<file path="src/rtl/ps2_pkg.sv">
// rtl/ps2_pkg.sv - shared PS/2 frame constants, receiver state type and parity helper
package ps2_pkg;

   // start + 8 data + parity + stop
   localparam int PS2_FRAME_BITS = 11;

   typedef enum logic {
      IDLE  = 1'b0,
      SHIFT = 1'b1
   } rx_state_t;

   // PS/2 uses odd parity: data bits plus parity bit carry an odd number of ones.
   function automatic logic odd_parity_ok(input logic [7:0] d, input logic p);
      return ^{d, p};
   endfunction

endpackage

</file>
<file path="src/rtl/sync_fifo.sv">
// rtl/sync_fifo.sv - single-clock FIFO with registered pointers and occupancy count
// clk    in   system clock
// clrn   in   asynchronous active-low reset
// push   in   write wdata this cycle (caller must not push while full unless popping)
// wdata  in   WIDTH-bit write data
// pop    in   read request; ignored while empty
// rdata  out  head entry (undefined while empty)
// empty  out  no entries stored
// full   out  2**DEPTH_LOG2 entries stored
// count  out  number of stored entries
module sync_fifo #(
   parameter int WIDTH      = 8,
   parameter int DEPTH_LOG2 = 3
) (
   input  logic                  clk,
   input  logic                  clrn,
   input  logic                  push,
   input  logic [WIDTH-1:0]      wdata,
   input  logic                  pop,
   output logic [WIDTH-1:0]      rdata,
   output logic                  empty,
   output logic                  full,
   output logic [DEPTH_LOG2:0]   count
);

   localparam int DEPTH = 1 << DEPTH_LOG2;
   localparam logic [DEPTH_LOG2:0] FULL_CNT = {1'b1, {DEPTH_LOG2{1'b0}}};

   logic [WIDTH-1:0]      mem [DEPTH];
   logic [DEPTH_LOG2-1:0] wptr;
   logic [DEPTH_LOG2-1:0] rptr;
   logic                  wr_en;
   logic                  rd_en;

   assign empty = (count == '0);
   assign full  = (count == FULL_CNT);
   assign wr_en = push;
   assign rd_en = pop & ~empty;
   assign rdata = mem[rptr];

   always_ff @(posedge clk) begin
      if (wr_en) begin
         mem[wptr] <= wdata;
      end
   end

   always_ff @(posedge clk or negedge clrn) begin
      if (!clrn) begin
         wptr  <= '0;
         rptr  <= '0;
         count <= '0;
      end else begin
         if (wr_en) begin
            wptr <= wptr + 1'b1;
         end
         if (rd_en) begin
            rptr <= rptr + 1'b1;
         end
         case ({wr_en, rd_en})
            2'b10:   count <= count + 1'b1;
            2'b01:   count <= count - 1'b1;
            default: count <= count;
         endcase
      end
   end

endmodule

</file>
<file path="src/rtl/ps2_rx_fifo.sv">
// rtl/ps2_rx_fifo.sv - PS/2 keyboard receiver with frame checking and scan-code FIFO
// clk         in   system clock
// clrn        in   asynchronous active-low reset
// ps2_clk     in   raw PS/2 clock pin (asynchronous)
// ps2_data    in   raw PS/2 data pin (asynchronous)
// nextdata_n  in   active-low pop strobe, one entry per low cycle
// data        out  FIFO head byte, 8'h00 while empty
// ready       out  FIFO not empty
// overflow    out  sticky: a good frame was dropped on a full FIFO
// frame_err   out  one-cycle pulse when a frame is discarded
module ps2_rx_fifo
   import ps2_pkg::*;
#(
   parameter int DEPTH_LOG2  = 3,
   parameter int TIMEOUT_CYC = 50000
) (
   input  logic       clk,
   input  logic       clrn,
   input  logic       ps2_clk,
   input  logic       ps2_data,
   input  logic       nextdata_n,
   output logic [7:0] data,
   output logic       ready,
   output logic       overflow,
   output logic       frame_err
);

   localparam int TW = (TIMEOUT_CYC > 2) ? $clog2(TIMEOUT_CYC) : 1;
   localparam logic [TW-1:0] TO_LAST   = TW'(TIMEOUT_CYC - 1);
   // bitcnt is 1 after the start bit, so the stop bit arrives with bitcnt == 10
   localparam logic [3:0]    LAST_FALL = 4'(PS2_FRAME_BITS - 1);

   logic clk_s1, clk_s2, clk_s3;
   logic data_s1, data_s2;
   logic fall;

   rx_state_t     state, state_n;
   logic [3:0]    bitcnt, bitcnt_n;
   logic [8:0]    shreg, shreg_n;
   logic [TW-1:0] tcnt, tcnt_n;
   logic          push_req;
   logic          err_n;

   logic                fifo_push;
   logic                pop_ok;
   logic [7:0]          fifo_rdata;
   logic                fifo_empty;
   logic                fifo_full;
   logic [DEPTH_LOG2:0] fifo_count;

   always_ff @(posedge clk or negedge clrn) begin
      if (!clrn) begin
         clk_s1  <= 1'b1;
         clk_s2  <= 1'b1;
         clk_s3  <= 1'b1;
         data_s1 <= 1'b1;
         data_s2 <= 1'b1;
      end else begin
         clk_s1  <= ps2_clk;
         clk_s2  <= clk_s1;
         clk_s3  <= clk_s2;
         data_s1 <= ps2_data;
         data_s2 <= data_s1;
      end
   end

   assign fall = clk_s3 & ~clk_s2;

   always_ff @(posedge clk or negedge clrn) begin
      if (!clrn) begin
         state     <= IDLE;
         bitcnt    <= '0;
         shreg     <= '0;
         tcnt      <= '0;
         frame_err <= 1'b0;
      end else begin
         state     <= state_n;
         bitcnt    <= bitcnt_n;
         shreg     <= shreg_n;
         tcnt      <= tcnt_n;
         frame_err <= err_n;
      end
   end

   always_comb begin
      state_n  = state;
      bitcnt_n = bitcnt;
      shreg_n  = shreg;
      tcnt_n   = tcnt;
      push_req = 1'b0;
      err_n    = 1'b0;
      case (state)
         IDLE: begin
            if (fall && !data_s2) begin
               bitcnt_n = 4'd1;
               tcnt_n   = '0;
               state_n  = SHIFT;
            end
         end
         SHIFT: begin
            if (fall) begin
               tcnt_n = '0;
               if (bitcnt == LAST_FALL) begin
                  // shreg holds {parity, d7..d0}; data_s2 is the stop bit
                  state_n  = IDLE;
                  bitcnt_n = '0;
                  if (data_s2 && odd_parity_ok(shreg[7:0], shreg[8])) begin
                     push_req = 1'b1;
                  end else begin
                     err_n = 1'b1;
                  end
               end else begin
                  shreg_n  = {data_s2, shreg[8:1]};
                  bitcnt_n = bitcnt + 4'd1;
               end
            end else if (tcnt == TO_LAST) begin
               state_n  = IDLE;
               bitcnt_n = '0;
               tcnt_n   = '0;
               err_n    = 1'b1;
            end else begin
               tcnt_n = tcnt + 1'b1;
            end
         end
      endcase
   end

   // A full FIFO still accepts a byte when the same edge pops one.
   assign pop_ok    = ~nextdata_n & ~fifo_empty;
   assign fifo_push = push_req & (~fifo_full | pop_ok);

   sync_fifo #(
      .WIDTH      (8),
      .DEPTH_LOG2 (DEPTH_LOG2)
   ) u_fifo (
      .clk   (clk),
      .clrn  (clrn),
      .push  (fifo_push),
      .wdata (shreg[7:0]),
      .pop   (~nextdata_n),
      .rdata (fifo_rdata),
      .empty (fifo_empty),
      .full  (fifo_full),
      .count (fifo_count)
   );

   always_ff @(posedge clk or negedge clrn) begin
      if (!clrn) begin
         overflow <= 1'b0;
      end else if (pop_ok) begin
         overflow <= 1'b0;
      end else if (push_req && fifo_full) begin
         overflow <= 1'b1;
      end
   end

   assign ready = (fifo_count != '0);
   assign data  = fifo_empty ? 8'h00 : fifo_rdata;

endmodule

</file>
<file path="config.mk">
export PLATFORM = sky130hd
export DESIGN_NAME = ps2_rx_fifo
export DESIGN_NICKNAME = d
export VERILOG_FILES = /design/src/rtl/ps2_pkg.sv /design/src/rtl/sync_fifo.sv /design/src/rtl/ps2_rx_fifo.sv
export SDC_FILE = /design/constraint.sdc
export NUM_CORES = 1
export LEC_CHECK = 0
export ABC_AREA = 1
export CORE_ASPECT_RATIO = 1.1
export CORE_UTILIZATION = 40
export DETAILED_ROUTE_END_ITERATION = 7
export SLEW_MARGIN = 20
export SYNTH_ARGS = -nofsm -noshare
export SYNTH_HDL_FRONTEND = slang
export SYNTH_SLANG_ARGS = --single-unit
export TNS_END_PERCENT = 100
</file>
<file path="constraint.sdc">
create_clock -name clk -period 2.95 [get_ports clk]
set_clock_uncertainty 0.05 [all_clocks]
set_input_delay 0.295 -clock clk [delete_from_list [all_inputs] [get_ports clk]]
set_output_delay 0.295 -clock clk [all_outputs]
set_load 0.01 [all_outputs]
</file>
==> flow_summary_export.csv <==
group,metric,value,unit
global_routing,grt-ovfl-total,0,
clocking,cts_tree,"done",
worst_setup_path,cp_top_family,"buffers and inverters",
worst_setup_path,crit_top_cell,"o21ai_0",
worst_setup_path,critPathLaunchType,"flip-flop",
place,pre_cts_slack,0.461,ns
floorplanning,initial_core_util,0.409,
place,gp_congestion,0.786,
global_routing,use_met2,0.286,
job,cap_violations,0,
synthesis,synthAdderAreaFrac,0.0153,
place,post-dp-hpwl,6740,um
sta,fin_hold_ws,0.296,ns
synthesis,synth_area,4900,um2
global_routing,grt_pass1_vias,3219,
clocking,cts_hold_buffers,0,
power,p_leak,2.21,nW
global_routing,grt_max_degree,48,
synthesis,muxShareOfSynthArea,0,
detailed_routing,final_antenna_net_count,0,
worst_setup_path,critPathMaxFanout,17,
clocking,cts_resized,0,
power,power_density,910,nW/um2
floorplanning,num_rows,42,
cells_and_area,diodes,0,
power,ir_drop,0.000391,V
floorplanning,die_w,108,um
detailed_routing,vias_per_cell,5.08,
worst_setup_path,worstSetupPathType,"flip-flop to primary output",
detailed_routing,wl_per_cell,14.8,um
floorplanning,core_area,12000,um2
worst_setup_path,cp.arrival,2.41,ns
worst_setup_path,required,2.61,ns
synthesis,synthSimpleGateAreaFrac,0.171,
sta,slew_viol_final,0,
sta,tns,0,ns
synthesis,syn_inst,481,
global_routing,use_met3,0.0266,
worst_setup_path,path_cells,"inv_1 > o21ai_0 > o22ai_1 > o21ai_0 > a31oi_1 > clkdlybuf4s50_1",
clocking,h-tree-depth,3,
cells_and_area,final_net_count,523,
clocking,postCtsSetupBuffers,0,
power,switching_share,0.368,
global_routing,grt_pass1_wl,16000,um
global_routing,grtUsageMet1,0.209,
sta,setup_ws,0.198,ns
detailed_routing,first_iter_violations,183,
sta,fin_crit_sh,0.933,
cells_and_area,final_layout_size_suffix_gt1_frac,0.112,
cells_and_area,area_delta_synth_final,14.7,%
global_routing,grt.total_usage,0.168,
sta,tightest_slew,0.635,ns
status,outcome,"complete, no violations",
sta,max_freq,363,MHz
place,io_buffers,15,
synthesis,synth-xor-area-share,0.0176,
sta,hold_viol_final,0,
clocking,cts_buffer_depth,2,
worst_setup_path,critPathBufInv,2,
clocking,clk_pin_slew_worst_paths,0.08,ns
worst_setup_path,critPathSlowestCell,"clkdlybuf4s50_1",
worst_setup_path,end_kind,"primary output",
power,internal_power,3.23,mW
synthesis,seq_area_frac_synth,0.634,
power,seq_power_share,0.418,
synthesis,synth-compound-area-share,0.115,
sta,rsz0062_at_grt,"false",
power,p_comb_frac,0.352,
synthesis,ys_ff_latch,111,
cells_and_area,final_cell_area,5620,um2
detailed_routing,drtPass1Iterations,4,
synthesis,ys_warn_count,0,
sta,relSlewSlack,0.575,
detailed_routing,drcViolationCount,0,
clocking,clockRootBuffer,"clkbuf_16",
global_routing,top_usage_layer,"met2",
floorplanning,dieArea,12700,um2
floorplanning,fp.dieH,118,um
synthesis,synth_nets,492,
sta,setup-violations-final,0,
power,clkPwrFrac,0.230,
worst_setup_path,critPathMaxStageDelay,0.57,ns
detailed_routing,vias,3410,
detailed_routing,drt_wl_total,9950,um
synthesis,synth_top_family_by_area,"simple AND/OR/NAND/NOR gates",
sta,min_period,2.75,ns
synthesis,synth.distinct_cells,34,
clocking,worstSkewPairLatency,0.35,ns
hold_path,hold_class,"input pin to flip-flop",
power,power_switching,1.88,mW
global_routing,antenna_found_initial,0,
cells_and_area,nFillCells,1086,
power,power,5.11,mW
clocking,cts.sinks,111,
floorplanning,io_pins,16,
clocking,cts_buffers,9,
place,placed_area,5320,um2
synthesis,avgSynthCellArea,10.2,um2
## synthesized netlist by cell type
cell       instances  area share
a22o_1             1      0.0018
o21bai_1           1      0.0015
a31oi_1            8       0.010
edfxtp_1          64        0.39
a311oi_1           1      0.0018
nand4_1            2      0.0026
inv_1             44       0.034
o2111ai_1          1      0.0018
nand2_2            5      0.0064
xnor2_2            1      0.0033
xnor2_1            1      0.0018
nor4_1             2      0.0026
nand3_1           17       0.017
inv_2              5      0.0038
and3_1             2      0.0026
nor2_4             1      0.0023
nand2_4            2      0.0046
ha_1               6       0.015
a21oi_1            8      0.0082
o21ai_1            3      0.0031
o22ai_1           12       0.015
clkbuf_1          13       0.010
o21ai_0           68       0.069
nor3_1            14       0.014
dfstp_2            5       0.027
or2_4              1      0.0018
nand4_4            1      0.0043
nand2_1           71       0.054
nand3_2            2      0.0041
nor2_2             2      0.0026
xor2_1             7       0.013
dfrtp_1           42        0.21
o211ai_1           1      0.0015
nor2_1            67       0.051
## power by group through the flow
stage	sequential, mW	clock, mW	combinational [mW]
floorplan	2.12	0	1.18
global placement	2.16	0	1.79
detailed placement	2.17	0	1.82
CTS	2.14	1.20	1.82
global route	2.17	1.25	2.04
finish	2.14	1.17	1.80
## cells in the final DEF, fill, tap and decap left out, types with 6 or more instances in the layout
cell and instances:
nor3_1 14, clkbuf_16 9, xor2_1 7, clkdlybuf4s50_1 14, edfxtp_1 64, a31oi_1 8, inv_1 44, nor2_1 67
nand2_1 71, nand3_1 17, dfrtp_1 42, buf_4 18, o21ai_0 68, ha_1 6, a21oi_1 8, o22ai_1 12
## flip-flops by register name (all words and copies together) (netlist names)
register      cells
tcnt             16
u_fifo.rptr       3
clk_s2            1
shreg             9
data_s2           1
clk_s3            1
u_fifo.count      4
u_fifo.wptr       3
overflow          1
u_fifo.mem       64
state             1
clk_s1            1
bitcnt            4
data_s1           1
frame_err         1
## per-stage QoR
step / util / cells
finish: 0.469 / 671
detailed placement: 0.444 / 654
global placement: 0.444 / 654
floorplan: - / 481
CTS: 0.468 / 670
global route: 0.469 / 671
## metal layers
metal  vias to the layer above  share of wire
met5                         -              0
met4                         0          0.030
met3                        22          0.024
met2                        60           0.50
met1                      1615           0.44
li1                       1713              -
## cell families (layout without fill, tap and decap cells)
kind of cell | after synthesis | count (layout)
buf+inv | 62 | 98
fa+ha+maj | 6 | 6
xor+xnor | 9 | 9
flops | 111 | 111
simple gates | 189 | 189
compound gates | 104 | 104
## path summary, 6_finish.rpt
path / startpoint / end / slack, ns / cells past startpoint
worst min-delay path: ps2_data / data_s1 / 0.30 / 1
worst max register to register: shreg[3] / u_fifo.mem[6][3] / 0.44 / 14
min in group asynchronous: clrn / tcnt[4] / 0.44 / 2
worst max-delay path: u_fifo.rptr[1] / data[3] / 0.20 / 6
max in group asynchronous: clrn / shreg[5] / 1.99 / 2
worst min register to register: clk_s1 / clk_s2 / 0.31 / 0
## area by class of cell
class / count / area (um2) / share of cell area
inverters: 49 / 184 / 0.0327
clock inverters: 7 / 66.3 / 0.0118
multi-input cells: 308 / 1560 / 0.278
repair buffers: 33 / 285 / 0.0508
clock buffers: 9 / 225 / 0.0401
flip-flops and latches: 111 / 3100 / 0.552
well taps: 154 / 193 / 0.0343
Note: power is estimated with default switching activity, not from simulation.
